<file path="src/rtl/ex_cdb_arbiter.sv">
// Common data bus arbiter: per-unit result FIFOs drained one entry per cycle
// onto a registered broadcast bus, round-robin across units.
module ex_cdb_arbiter #(
    parameter int                 UNIT_NUM    = 4,
    parameter int                 TAG_W       = 5,
    parameter int                 DATA_W      = 32,
    parameter int                 DEPTH       = 2,
    parameter logic [TAG_W-1:0]   TAG_INVALID = {TAG_W{1'b1}}
) (
    input  logic                          i_clk,
    input  logic                          i_rst,
    input  logic                          i_flush,
    input  logic [UNIT_NUM*TAG_W-1:0]     i_req_tag,
    input  logic [UNIT_NUM*DATA_W-1:0]    i_req_data,
    output logic [UNIT_NUM-1:0]           o_stall,
    output logic [TAG_W-1:0]              o_cdb_tag,
    output logic [DATA_W-1:0]             o_cdb_data,
    output logic [$clog2(UNIT_NUM)-1:0]   o_cdb_unit
);

    localparam int UNIT_W = $clog2(UNIT_NUM);
    localparam int PTR_W  = (DEPTH > 1) ? $clog2(DEPTH) : 1;
    localparam int CNT_W  = $clog2(DEPTH) + 1;

    logic [TAG_W-1:0]  r_tag_mem  [UNIT_NUM][DEPTH];
    logic [DATA_W-1:0] r_data_mem [UNIT_NUM][DEPTH];
    logic [PTR_W-1:0]  r_wptr     [UNIT_NUM];
    logic [PTR_W-1:0]  r_rptr     [UNIT_NUM];
    logic [CNT_W-1:0]  r_count    [UNIT_NUM];
    logic [UNIT_W-1:0] r_rr_ptr;

    logic [UNIT_NUM-1:0] w_full;
    logic [UNIT_NUM-1:0] w_nonempty;
    logic [UNIT_NUM-1:0] w_push;
    logic [UNIT_NUM-1:0] w_pop;
    logic                w_grant_valid;
    logic [UNIT_W-1:0]   w_grant;
    logic [UNIT_W-1:0]   w_idx;
    logic [TAG_W-1:0]    w_head_tag;
    logic [DATA_W-1:0]   w_head_data;

    function automatic logic [PTR_W-1:0] ptr_inc(input logic [PTR_W-1:0] p);
        return (p == PTR_W'(DEPTH - 1)) ? '0 : p + 1'b1;
    endfunction

    // Stall comes from registered occupancy only, so a same-cycle pop never releases it.
    always_comb begin
        w_full     = '0;
        w_nonempty = '0;
        w_push     = '0;
        for (int u = 0; u < UNIT_NUM; u++) begin
            w_full[u]     = (r_count[u] == CNT_W'(DEPTH));
            w_nonempty[u] = (r_count[u] != '0);
            w_push[u]     = (i_req_tag[u*TAG_W +: TAG_W] != TAG_INVALID) && !w_full[u] && !i_flush;
        end
    end

    assign o_stall = w_full;

    // Scan from the highest offset down so the unit nearest r_rr_ptr wins.
    always_comb begin
        w_grant_valid = 1'b0;
        w_grant       = '0;
        w_idx         = '0;
        for (int i = UNIT_NUM - 1; i >= 0; i--) begin
            int idx;
            idx = int'(r_rr_ptr) + i;
            if (idx >= UNIT_NUM) idx = idx - UNIT_NUM;
            w_idx = UNIT_W'(idx);
            if (w_nonempty[w_idx]) begin
                w_grant_valid = 1'b1;
                w_grant       = w_idx;
            end
        end
    end

    always_comb begin
        w_pop = '0;
        for (int u = 0; u < UNIT_NUM; u++) begin
            w_pop[u] = w_grant_valid && (w_grant == UNIT_W'(u));
        end
        w_head_tag  = r_tag_mem[w_grant][r_rptr[w_grant]];
        w_head_data = r_data_mem[w_grant][r_rptr[w_grant]];
    end

    always_ff @(posedge i_clk) begin
        if (i_rst) begin
            for (int u = 0; u < UNIT_NUM; u++) begin
                r_wptr[u]  <= '0;
                r_rptr[u]  <= '0;
                r_count[u] <= '0;
            end
            r_rr_ptr   <= '0;
            o_cdb_tag  <= TAG_INVALID;
            o_cdb_data <= '0;
            o_cdb_unit <= '0;
        end else if (i_flush) begin
            for (int u = 0; u < UNIT_NUM; u++) begin
                r_wptr[u]  <= '0;
                r_rptr[u]  <= '0;
                r_count[u] <= '0;
            end
            r_rr_ptr  <= '0;
            o_cdb_tag <= TAG_INVALID;
        end else begin
            for (int u = 0; u < UNIT_NUM; u++) begin
                if (w_push[u]) begin
                    r_tag_mem[u][r_wptr[u]]  <= i_req_tag[u*TAG_W +: TAG_W];
                    r_data_mem[u][r_wptr[u]] <= i_req_data[u*DATA_W +: DATA_W];
                    r_wptr[u]                <= ptr_inc(r_wptr[u]);
                end
                if (w_pop[u]) r_rptr[u] <= ptr_inc(r_rptr[u]);
                if (w_push[u] && !w_pop[u]) begin
                    r_count[u] <= r_count[u] + 1'b1;
                end else if (!w_push[u] && w_pop[u]) begin
                    r_count[u] <= r_count[u] - 1'b1;
                end
            end
            if (w_grant_valid) begin
                o_cdb_tag  <= w_head_tag;
                o_cdb_data <= w_head_data;
                o_cdb_unit <= w_grant;
                r_rr_ptr   <= (int'(w_grant) == UNIT_NUM - 1) ? '0 : w_grant + 1'b1;
            end else begin
                o_cdb_tag <= TAG_INVALID;
            end
        end
    end

endmodule

</file>
<file path="config.mk">
export PLATFORM = sky130hd
export DESIGN_NAME = ex_cdb_arbiter
export DESIGN_NICKNAME = d
export VERILOG_FILES = /design/src/rtl/ex_cdb_arbiter.sv
export SDC_FILE = /design/constraint.sdc
export NUM_CORES = 1
export LEC_CHECK = 0
export CAP_MARGIN = 10
export CORE_ASPECT_RATIO = 0.8
export CORE_MARGIN = 8
export CORE_UTILIZATION = 55
export DETAILED_ROUTE_END_ITERATION = 12
export GPL_ROUTABILITY_DRIVEN = 0
export HOLD_SLACK_MARGIN = 0.12
export PLACE_DENSITY = 0.84
export SYNTH_ARGS = -nofsm -noshare
export SYNTH_HDL_FRONTEND = slang
export SYNTH_SLANG_ARGS = --single-unit
</file>
<file path="constraint.sdc">
create_clock -name i_clk -period 5.2 [get_ports i_clk]
set_input_delay 1.04 -clock i_clk [delete_from_list [all_inputs] [get_ports i_clk]]
set_output_delay 1.04 -clock i_clk [all_outputs]
set_load 0.005 [all_outputs]
</file>
==> results of run 1 <==
-- state kept, by name, indices dropped and copies added, names as in the netlist --
signal      count
o_cdb_unit      2
r_rptr          4
r_rr_ptr        2
o_cdb_data     32
r_count         8
r_data_mem    256
r_wptr          4
o_cdb_tag       5
r_tag_mem      40
-- worst register-to-register path: stages, from the launching register on --
cell and delay [ns]:
sky130_fd_sc_hd__edfxtp_1 0.38, sky130_fd_sc_hd__inv_1 0.12, sky130_fd_sc_hd__ha_1 0.23, sky130_fd_sc_hd__or4b_1 0.46, sky130_fd_sc_hd__a211oi_2 0.23, sky130_fd_sc_hd__or2_2 0.18
sky130_fd_sc_hd__buf_4 0.56, sky130_fd_sc_hd__mux2_4 0.85, sky130_fd_sc_hd__nand3_2 0.18, sky130_fd_sc_hd__a311oi_2 0.27
-- cell families (layout without fill, tap and decap cells) --
logic type	count (synthesis)	in the layout	share of synthesized area, %
muxes	91	91	6.34
xor gates and xnor gates	6	6	0.360
and+or+nand+nor	350	350	11.6
DFF	353	353	69.7
AOI/OAI and AO/OA	161	161	8.53
adders and majority gates	10	10	0.858
buffers and inverters	83	284	2.61
-- area by class of cell --
class | count | area share (%)
repair buffers | 213 | 11.7
inverters | 8 | 0.180
clock inverters | 16 | 1.01
clock buffers | 47 | 5.62
flip-flops and latches | 353 | 56.4
multi-input cells | 618 | 22.7
well taps | 357 | 2.48
-- per-layer routing --
metal,vias up,wire (um),global-route usage (%)
li1,4301,-,-
met1,4757,15800,31.9
met2,492,18100,37.8
met3,69,3570,5.27
met4,8,733,5.96
met5,-,50,0
-- power groups by stage --
stage | clock [mW] | combinational (mW) | sequential [mW]
floorplan | 0 | 3.91 | 3.67
global placement | 0 | 5.05 | 3.75
detailed placement | 0 | 5.20 | 3.76
CTS | 2.61 | 5.27 | 3.71
global route | 2.73 | 5.72 | 3.74
finish | 2.59 | 5.27 | 3.71
-- synth_stat cells, types with 2 or more instances --
cell type and count:
sky130_fd_sc_hd__nor3b_1 2, sky130_fd_sc_hd__nand2_1 151, sky130_fd_sc_hd__a21oi_1 11, sky130_fd_sc_hd__buf_1 8, sky130_fd_sc_hd__a31oi_1 2, sky130_fd_sc_hd__a311oi_1 5
sky130_fd_sc_hd__o211ai_1 37, sky130_fd_sc_hd__nor2_1 57, sky130_fd_sc_hd__mux2i_1 83, sky130_fd_sc_hd__or3_1 2, sky130_fd_sc_hd__a311oi_2 29, sky130_fd_sc_hd__xor2_1 3
sky130_fd_sc_hd__o21ai_1 16, sky130_fd_sc_hd__nor3_1 5, sky130_fd_sc_hd__or2_2 3, sky130_fd_sc_hd__buf_6 5, sky130_fd_sc_hd__edfxtp_1 310, sky130_fd_sc_hd__nand3_1 75
sky130_fd_sc_hd__nor2b_1 5, sky130_fd_sc_hd__ha_1 10, sky130_fd_sc_hd__mux2_2 6, sky130_fd_sc_hd__nand3_2 30, sky130_fd_sc_hd__inv_1 7, sky130_fd_sc_hd__xnor2_1 3
sky130_fd_sc_hd__dfxtp_1 43, sky130_fd_sc_hd__and3_1 6, sky130_fd_sc_hd__o21ai_0 54, sky130_fd_sc_hd__clkbuf_1 43, sky130_fd_sc_hd__buf_4 2, sky130_fd_sc_hd__nand2b_1 4
sky130_fd_sc_hd__buf_2 17, sky130_fd_sc_hd__and2_1 4
-- worst max-delay path by stage --
stage,cells past startpoint,endpoint,slack [ns]
3_5_place_dp,6,r_data_mem[3][27],1.14
6_report,6,r_data_mem[3][25],1.51
4_1_cts,6,r_data_mem[3][25],1.60
3_3_place_gp,6,r_data_mem[3][27],1.25
2_1_floorplan,3,r_data_mem[2][0],0.31
5_1_grt,9,o_cdb_data[31],1.42
-- metrics by stage --
step / hold slack (ns) / cells / util, % / total power, mW / area, um^2
6_report: 0.510 / 1612 / 68.9 / 11.6 / 18000
5_1_grt: 0.529 / 1612 / 68.9 / 12.2 / 18000
4_1_cts: 0.507 / 1612 / 68.9 / 11.6 / 18000
3_5_place_dp: 0.498 / 1549 / 64.3 / 8.96 / 16800
3_3_place_gp: 0.474 / 1549 / 64.3 / 8.80 / 16800
2_1_floorplan: 0.479 / 1054 / - / 7.58 / 14600
==> implementation parameters, run 1 <==
Parameter                              Value

Floorplan
  Area of the core ... 0.0262 mm^2
  Number of placement rows ... 53
  Die span in y ... 162 um
  Starting Density ... around 56%
  X dimension of the die ... 198 um
  I/O pin count ... 194
  Area of the die ... between 0.03 and 0.04 mm^2

STA
  Max Clock Freq ... around 270 MHz
  Slew at the pin closest to its max-slew limit ... about 0.97 ns
  Unrepaired setup endpoints after global routing ... false
  Final setup violation count ... 0
  Setup total negative slack ... 0 ns
  Final slew viol count ... 0
  Period Utilization, post-route ... around 70%
  Fin. Hold Viols ... 0
  Worst-case headroom to the max-slew limit ... a little over a third
  Min Tclk post-route ... ~3.7 ns
  Worst Slack Setup Final ... 1.51 ns
  Worst clock skew ... ~0.015 ns

Global route
  Antenna violations before repair ... 4
  Remaining global-route overflow ... 0
  Vias in the first global route ... approximately 9600
  Global-route wire length before repair ... approximately 57000 um
  Largest net degree at the start of global routing ... 100
  Overall global routing resource usage ... 23.4%

Clock network
  Buffers inserted by post-CTS timing repair ... 0
  CTS Sinks ... approximately 350
  CTS Buf Count ... 35
  Depth of the CTS H-tree ... 2
  TritonCTS clock tree ... yes
  Total of cells resized after clock tree synthesis ... 0
  Hold buffer count at cts ... 0
  Buffer levels on the longest clock path ... 3
  Buffer type at the clock tree root ... sky130_fd_sc_hd__clkbuf_16
  Clock transition at the registers of the reported paths ... 0.06 ns
  Latest clock arrival within the worst-skew pair ... ~0.5 ns

Pwr
  Power Internal ... about 7.0 mW
  Power per Cell Area ... between 600 and 700 mW/mm^2
  Switching power ... 4.53 mW
  Maximum ir drop on the vdd rail ... 607 uV
  Switching Share ... 39.2%
  Proportion of power drawn by the clock network ... between 20% and 30%
  Lkg Pwr ... 6.38 nW
  Proportion of power drawn by combinational gates ... 45.5%
  Fraction of power consumed by sequential logic ... between 30% and 40%

Detailed routing
  Drt via density ... about 6
  DRC Markers ... 0
  Count of antenna-violating nets left after detailed routing ... 0
  Pre-Repair DR Iteration Count ... 6
  Detailed Route WL ... about 38000 um
  Post-detailed-route wirelength per cell ... ~24 um
  Vias ... roughly 9600
  Iteration-0 DRC count of the detailed router ... roughly 950

Setup path
  Type of origin of the critical path ... primary input
  Family with the most delay on the worst path ... simple AND/OR/NAND/NOR gates
  Cell depth of the worst flop-to-flop path ... 9
  Cells traversed along the worst timing path ... clkdlybuf4s50_1, and3_1, a311oi_1, nor2b_1, and2_2, buf_4
  Cell with the biggest individual delay on the critical path ... sky130_fd_sc_hd__a311oi_1
  Worst Path Arrival ... a little under 4 ns
  WS Path Type ... primary input to register
  CP bufs+invs ... 2
  Critical path peak fanout ... 21
  Nature of the critical path endpoint ... register
  Internal reg-to-reg setup slack ... 1.65 ns
  Required time reported for the critical path endpoint ... 5.38 ns
  Biggest cell delay along the critical path ... roughly 0.79 ns
  R2R Path Start ... r_count[0][0]
  RR Endpoint ... o_cdb_data[29]
  CP startpoint ... i_req_tag[17]

Run
  Max-cap check violation count ... 0

Logic synthesis
  Register area share after synthesis ... between 60% and 70%
  Mean post-synth cell area ... around 14 um^2
  Synthesis Warnings ... 0
  Post-synthesis cell area ... around 0.015 mm^2
  Number of library cell types mapped by synthesis ... 48
  Predominant post-synthesis flop cell ... sky130_fd_sc_hd__edfxtp_1
  Post-synthesis net count ... between 1000 and 1500
  Synth top area share ... 63.8%
  Synth area leaders ... sky130_fd_sc_hd__edfxtp_1 64%, sky130_fd_sc_hd__dfxtp_1 5.9%, sky130_fd_sc_hd__mux2i_1 5.7%
  Number of instances in the synthesized netlist ... roughly 1100
  Async set-reset flop share out of synthesis ... 0%
  Count of state elements after synthesis ... about 350
  Dominant cell type by area after synthesis ... sky130_fd_sc_hd__edfxtp_1
  Number of synthesized flops with an enable pin ... just over 300

Status
  Status ... complete, no violations

Cells and area
  Final #Nets ... about 1400
  Filler Cells Inserted ... about 1800
  Area growth, synth to finish ... 23.6%
  Footprint of the flip-flops and latches ... 0.0102 mm^2
  Antenna fix cells ... 0
  Share of cells above drive strength 1 ... 12.7%
  Top library cells by usage in the layout, fill and taps aside ... 310 x sky130_fd_sc_hd__edfxtp_1, 192 x sky130_fd_sc_hd__clkdlybuf4s50_1, 151 x sky130_fd_sc_hd__nand2_1
  Footprint of the multi-input gates ... about 0.0041 mm^2
  Most frequent standard cell in the layout excluding fill and tap cells ... sky130_fd_sc_hd__edfxtp_1

Min path
  End of the worst hold path ... o_cdb_data[31]
  Kind of path behind the tightest hold check ... register to register
  Hold path startpoint ... o_cdb_data[31]
  Cell depth of the worst hold path ... 2

Placement
  Worst slack at placement ... around 1.1 ns
  Half-perimeter wire length after placement ... roughly 25000 um
  Count of buffers inserted at the top-level ports ... between 150 and 200
Power figures use the tool's default switching activity.
==> run 2, diff against run 1 <==
clock period = 3.6 ns   (was 5.2 ns; I/O delays follow)
==> run 2 against run 1 <==
Against the previous run: sequential share of layout area down 0.17 points; via count down 0.61%; wire length down 1.9%; die area unchanged; clock power up 37%; critical endpoint is now r_count[3][1].
==> implementation parameters, run 2 (synthesis gave the netlist of run 1 again) <==
Parameter                              Value

Cells and area
  Share of cells above drive strength 1 ... 13.0% (+0.37 points)
  Most frequent standard cell in the layout excluding fill and tap cells ... sky130_fd_sc_hd__edfxtp_1
  Max reg flops ... 256 (unchanged)
  Top library cells by usage in the layout, fill and taps aside ... 310 x sky130_fd_sc_hd__edfxtp_1, 192 x sky130_fd_sc_hd__clkdlybuf4s50_1, 151 x sky130_fd_sc_hd__nand2_1
  Final #Nets ... 1400 (+0.72%)
  Final std cells w/o fill ... 1622 (+0.62%)
  Antenna fix cells ... 0 (unchanged)
  Filler Cells Inserted ... 1751 (-0.40%)
  Post-layout utilization of the core ... 69.1% (+0.21 points)
  Area growth, synth to finish ... 24.0%

Floorplan
  Starting Density ... 55.7% (unchanged)
  Number of placement rows ... 53 (unchanged)
  Die span in y ... 162 um (unchanged)
  X dimension of the die ... 198 um (unchanged)
  Area of the die ... 0.0320 mm^2 (unchanged)
  Area of the core ... 0.0262 mm^2 (unchanged)
  I/O pin count ... 194 (unchanged)

Run
  Max-cap check violation count ... 0 (unchanged)

Setup path
  Required time reported for the critical path endpoint ... 3.82 ns (-1.56 ns)
  Internal reg-to-reg setup slack ... 0.56 ns (-1.09 ns)
  Worst Path Arrival ... 3.26 ns (-0.61 ns)
  Critical path peak fanout ... 107 (+410%)
  RR Endpoint ... r_count[3][1]
  Cell depth of the worst flop-to-flop path ... 11 (+2)
  R2R Path Start ... r_count[1][0]
  Biggest cell delay along the critical path ... 0.48 ns (-0.31 ns)
  Cells traversed along the worst timing path ... inv_1, ha_1, mux2_2, a32oi_1, a211oi_2, or2_2, inv_4, buf_12, nor2_1, xnor2_1, nand2_1
  Nature of the critical path endpoint ... register
  Type of origin of the critical path ... register
  WS Path Type ... register to register
  Cell with the biggest individual delay on the critical path ... sky130_fd_sc_hd__or2_2

Global route
  Vias in the first global route ... 9578 (-0.22%)
  Largest net degree at the start of global routing ... 108 (+8.0%)
  Overall global routing resource usage ... 23.0% (-0.39 points)
  Remaining global-route overflow ... 0 (unchanged)
  Antenna violations before repair ... 1 (-3)
  Global-route wire length before repair ... 56000 um (-2.1%)

Clock network
  CTS Buf Count ... 36 (+2.9%)
  Latest clock arrival within the worst-skew pair ... 0.51 ns (about the same)
  Total of cells resized after clock tree synthesis ... 0 (unchanged)
  Buffers inserted by post-CTS timing repair ... 0 (unchanged)
  Clock transition at the registers of the reported paths ... 0.06 ns (about the same)
  Buffer type at the clock tree root ... sky130_fd_sc_hd__clkbuf_16
  Buffer levels on the longest clock path ... 3 (unchanged)
  TritonCTS clock tree ... yes
  Hold buffer count at cts ... 0 (unchanged)
  CTS Sinks ... 353 (unchanged)
  Depth of the CTS H-tree ... 2 (unchanged)

STA
  Worst clock skew ... 0.0137 ns (-0.000962 ns)
  Setup total negative slack ... 0 ns (unchanged)
  Period Utilization, post-route ... between 80 and 90%
  Fin. Hold Viols ... 0 (unchanged)
  Final slew viol count ... 0 (unchanged)
  Slew at the pin closest to its max-slew limit ... 0.746 ns (-0.227 ns)
  Unrepaired setup endpoints after global routing ... false
  Worst-case headroom to the max-slew limit ... 50.3% (+15 points)
  Worst hold-check slack ... 0.494 ns (-0.0153 ns)
  Final setup violation count ... 0 (unchanged)
  Min Tclk post-route ... between 3 and 4 ns
  Max Clock Freq ... ~330 MHz

Detailed routing
  Count of antenna-violating nets left after detailed routing ... 0 (unchanged)
  Drt via density ... 5.90 (-1.2%)
  Post-detailed-route wirelength per cell ... 23.2 um (-2.5%)
  Iteration-0 DRC count of the detailed router ... 782 (-18%)
  Detailed Route WL ... 37600 um (-1.9%)
  Pre-Repair DR Iteration Count ... 5 (-1)
  Vias ... 9568 (-0.61%)
  DRC Markers ... 0 (unchanged)

Placement
  Number of cells in the design after placement ... 1558 (+0.58%)
  Count of buffers inserted at the top-level ports ... 193 (unchanged)
  Half-perimeter wire length after placement ... 24300 um (-1.0%)

Pwr
  Power per Cell Area ... 915 mW/mm^2 (+43%)
  Maximum ir drop on the vdd rail ... 737 uV (+21%)
  Lkg Pwr ... 6.40 nW (+0.34%)

Min path
  End of the worst hold path ... o_cdb_unit[1]
  Cell depth of the worst hold path ... 2 (unchanged)
  Kind of path behind the tightest hold check ... register to register
  Hold path startpoint ... o_cdb_unit[1]

Status
  Status ... complete, no violations
-- run 2: cell types whose count changed in the layout (fill, tap and decap cells not counted), sizes merged --
cell,before,now
clkbuf,47,45
clkinvlp,1,2
buf,21,30
bufinv,4,2
inv,8,9
clkinv,11,14
-- run 2: per-layer routing --
metal	vias to the layer above	part of all wire [%]	wire length (um)	GRT usage [%]
met1	4657	41	15400	31.8
met2	524	46	17400	36.0
met3	71	10	3770	5.11
met4	2	2.6	980	7.69
li1	4314	-	-	-
met5	-	0.040	15	0
-- run 2: metrics by stage --
step	setup WS (ns)	total power, mW	instance area, um^2
after global routing	0.325	17.5	18100
after floorplan	0.256	10.9	14600
after global placement	0.563	12.8	17000
after CTS	0.561	16.6	18100
final	0.558	16.6	18100
after detailed placement	0.454	13.0	17000
-- run 2: cell type report --
class	instances	area, um^2	area share [%]
inverters	8	32.5	0.180
repair buffers	222	2230	12.3
clock buffers	45	956	5.28
flip-flops and latches	353	10200	56.2
well taps	357	447	2.47
multi-input cells	618	4100	22.7
clock inverters	19	153	0.844
-- run 2: worst max-delay path: cells and delay by family (launching register included) --
kind / cells / cell delay [ns]
simple gates: 3 / 0.78
buf+inv: 3 / 0.60
flops: 1 / 0.36
mux: 1 / 0.30
fa+ha+maj: 1 / 0.28
compound gates: 2 / 0.28
xor+xnor: 1 / 0.16
-- run 2: how the worst max path moves through the flow --
stage | from | endpoint | slack [ns] | cells past startpoint
detailed placement | i_req_tag[16] | r_data_mem[3][38] | 0.45 | 6
global route | r_count[0][0] | r_count[2][0] | 0.32 | 9
floorplan | i_rst | r_data_mem[1][32] | 0.26 | 4
CTS | r_count[1][0] | o_cdb_data[11] | 0.56 | 9
global placement | i_req_tag[17] | r_data_mem[3][42] | 0.56 | 6
finish | r_count[1][0] | r_count[3][1] | 0.56 | 11
-- run 2: power by group --
part	total (mW)	leakage, nW	switching, mW	internal [mW]
clock	3.55	0.544	1.51	2.04
sequential	5.32	3.23	0.294	5.02
combinational	7.69	2.63	4.70	2.99
total	16.6	6.40	6.51	10.1
==> run 3, diff against run 2 <==
clock period = 2.85 ns   (was 3.6 ns; I/O delays follow)
==> run 3 against run 2 <==
Against the previous run: wire length is 3.3% higher; global-route usage increased by 0.61 points; combinational power is 31% higher; critical endpoint is now r_count[2][1]; largest power group unchanged.
==> implementation parameters, run 3 (synthesis gave the netlist of run 1 again) <==
Parameter                              Value

Pwr
  Power per Cell Area ... 1160 mW/mm^2 (+27%)
  Lkg Pwr ... 6.52 nW (+1.9%)
  Maximum ir drop on the vdd rail ... 1550 uV (+110%)
  Final Power ... 21.3 mW (+29%)

STA
  Unrepaired setup endpoints after global routing ... false
  Final setup violation count ... 0 (unchanged)
  Min Tclk post-route ... 2.73 ns (-0.309 ns)
  Worst-case headroom to the max-slew limit ... 57.0% (+6.7 points)
  Slew at the pin closest to its max-slew limit ... 0.645 ns (-0.100 ns)
  Period Utilization, post-route ... 95.9% (+11 points)
  Max Clock Freq ... 366 MHz (+11%)
  Fin. Hold Viols ... 0 (unchanged)
  Worst clock skew ... 0.0170 ns (+0.00326 ns)
  Setup total negative slack ... 0 ns (unchanged)
  Final slew viol count ... 0 (unchanged)

Clock network
  Clock transition at the registers of the reported paths ... 0.06 ns (about the same)
  Buffers inserted by post-CTS timing repair ... 0 (unchanged)
  Depth of the CTS H-tree ... 2 (unchanged)
  Buffer levels on the longest clock path ... 3 (unchanged)
  TritonCTS clock tree ... yes
  Hold buffer count at cts ... 0 (unchanged)
  CTS Sinks ... 353 (unchanged)
  CTS Buf Count ... 35 (-2.8%)
  Latest clock arrival within the worst-skew pair ... 0.51 ns (about the same)
  Buffer type at the clock tree root ... sky130_fd_sc_hd__clkbuf_16

Cells and area
  Filler Cells Inserted ... 1690 (-3.5%)
  Footprint of the flip-flops and latches ... 0.0102 mm^2 (unchanged)
  Top library cells by usage in the layout, fill and taps aside ... 310 x sky130_fd_sc_hd__edfxtp_1, 192 x sky130_fd_sc_hd__clkdlybuf4s50_1, 151 x sky130_fd_sc_hd__nand2_1
  Max reg flops ... 256 (unchanged)
  Final #Nets ... 1414 (+1.0%)
  Share of cells above drive strength 1 ... 13.5% (+0.49 points)
  Most frequent standard cell in the layout excluding fill and tap cells ... sky130_fd_sc_hd__edfxtp_1
  Footprint of the multi-input gates ... 0.00412 mm^2 (+0.34%)
  Area growth, synth to finish ... 25.6%

Global route
  Largest net degree at the start of global routing ... 113 (+4.6%)
  Antenna violations before repair ... 7 (+6)
  Fraction of met3 tracks used by global routing ... 5.15% (+0.041 points)
  Met2 track demand over resource in global routing ... 38.1% (+2.1 points)
  Vias in the first global route ... 9919 (+3.6%)
  Overall global routing resource usage ... 23.7% (+0.61 points)
  Met1 Resource Use GR ... 31.7% (-0.11 points)
  Remaining global-route overflow ... 0 (unchanged)
  Global-route wire length before repair ... 57400 um (+2.5%)
  Peak-usage layer in the global routing report ... met2

Detailed routing
  Drt via density ... 5.95 (+0.90%)
  DRC Markers ... 0 (unchanged)
  Iteration-0 DRC count of the detailed router ... 917 (+17%)
  Post-detailed-route wirelength per cell ... 23.7 um (+2.3%)
  Count of antenna-violating nets left after detailed routing ... 0 (unchanged)
  Detailed Route WL ... 38800 um (+3.3%)
  Pre-Repair DR Iteration Count ... 5 (unchanged)
  Vias ... 9749 (+1.9%)

Setup path
  Type of origin of the critical path ... register
  Nature of the critical path endpoint ... register
  WS Path Type ... register to register
  Critical path peak fanout ... 5 (-95%)
  Required time reported for the critical path endpoint ... 3.11 ns (-0.71 ns)
  Worst Path Arrival ... 2.99 ns (-0.27 ns)

Placement
  Half-perimeter wire length after placement ... 24900 um (+2.5%)
  Count of buffers inserted at the top-level ports ... 193 (unchanged)

Floorplan
  I/O pin count ... 194 (unchanged)
  Die span in y ... 162 um (unchanged)
  Starting Density ... 55.7% (unchanged)
  Number of placement rows ... 53 (unchanged)
  Area of the die ... 0.0320 mm^2 (unchanged)
  X dimension of the die ... 198 um (unchanged)
  Area of the core ... 0.0262 mm^2 (unchanged)

Status
  Status ... complete, no violations

Run
  Max-cap check violation count ... 0 (unchanged)

Min path
  Kind of path behind the tightest hold check ... register to register
## run 3: cell count changes in the layout (fill, tap and decap cells not counted), sizes merged
cell      change
clkinv        +1
clkbuf        -3
diode         +3
clkinvlp      -2
buf          +15
bufinv        +2
## run 3: final cells by class
type	instances	area share (%)
repair buffers	237	13.4
multi-input cells	618	22.5
clock buffers	42	4.92
clock inverters	20	1.06
inverters	8	0.177
well taps	357	2.44
diodes	3	0.0410
flip-flops and latches	353	55.5
## run 3: path summary, 6_finish.rpt
path                 startpoint             to  slack (ns)  depth (start not counted)
setup / recovery  r_count[0][0]  r_count[2][1]        0.12                         11
hold reg to reg   o_cdb_unit[0]  o_cdb_unit[0]        0.50                          2
hold / removal    o_cdb_unit[0]  o_cdb_unit[0]        0.50                          2
setup reg to reg  r_count[0][0]  r_count[2][1]        0.12                         11
## run 3: layer usage
| metal | share of wire (%) | wire length, um |
|---|---|---|
| met1 | 40 | 15600 |
| met4 | 2.7 | 1050 |
| met3 | 9.5 | 3690 |
| met5 | 0.14 | 56 |
| met2 | 47 | 18400 |
## run 3: what timing repair did
action	in CTS	in global routing
gates resized for setup	1	4
pin swaps	0	0
setup endpoints to repair	7	23
## run 3: through the flow
stage	util (%)	hold slack [ns]	instance area, um^2	setup WS [ns]	cells
after global placement	65.7	0.480	17200	0.121	1573
after global routing	70.0	0.519	18300	0.00191	1638
after floorplan	-	0.479	14600	0.0121	1054
after detailed placement	65.7	0.500	17200	-0.0660	1573
final	70.0	0.504	18300	0.117	1638
after CTS	69.9	0.508	18300	0.0457	1635
## run 3: power by group
part           total (mW)  internal [mW]  switching, mW
combinational        10.1           3.99           6.11
clock                4.49           2.62           1.86
sequential           6.71           6.35          0.361
total                21.3           13.0           8.34
## run 3: worst max-delay path, stage by stage, from the launching register on
cell,delay (ns)
sky130_fd_sc_hd__edfxtp_1,0.39
sky130_fd_sc_hd__inv_1,0.13
sky130_fd_sc_hd__ha_1,0.21
sky130_fd_sc_hd__or4b_1,0.46
sky130_fd_sc_hd__a211oi_2,0.23
sky130_fd_sc_hd__or2_4,0.20
sky130_fd_sc_hd__inv_4,0.06
sky130_fd_sc_hd__ha_1,0.19
sky130_fd_sc_hd__nand2b_1,0.16
sky130_fd_sc_hd__or2_2,0.16
sky130_fd_sc_hd__a21oi_1,0.06
sky130_fd_sc_hd__o221a_1,0.23
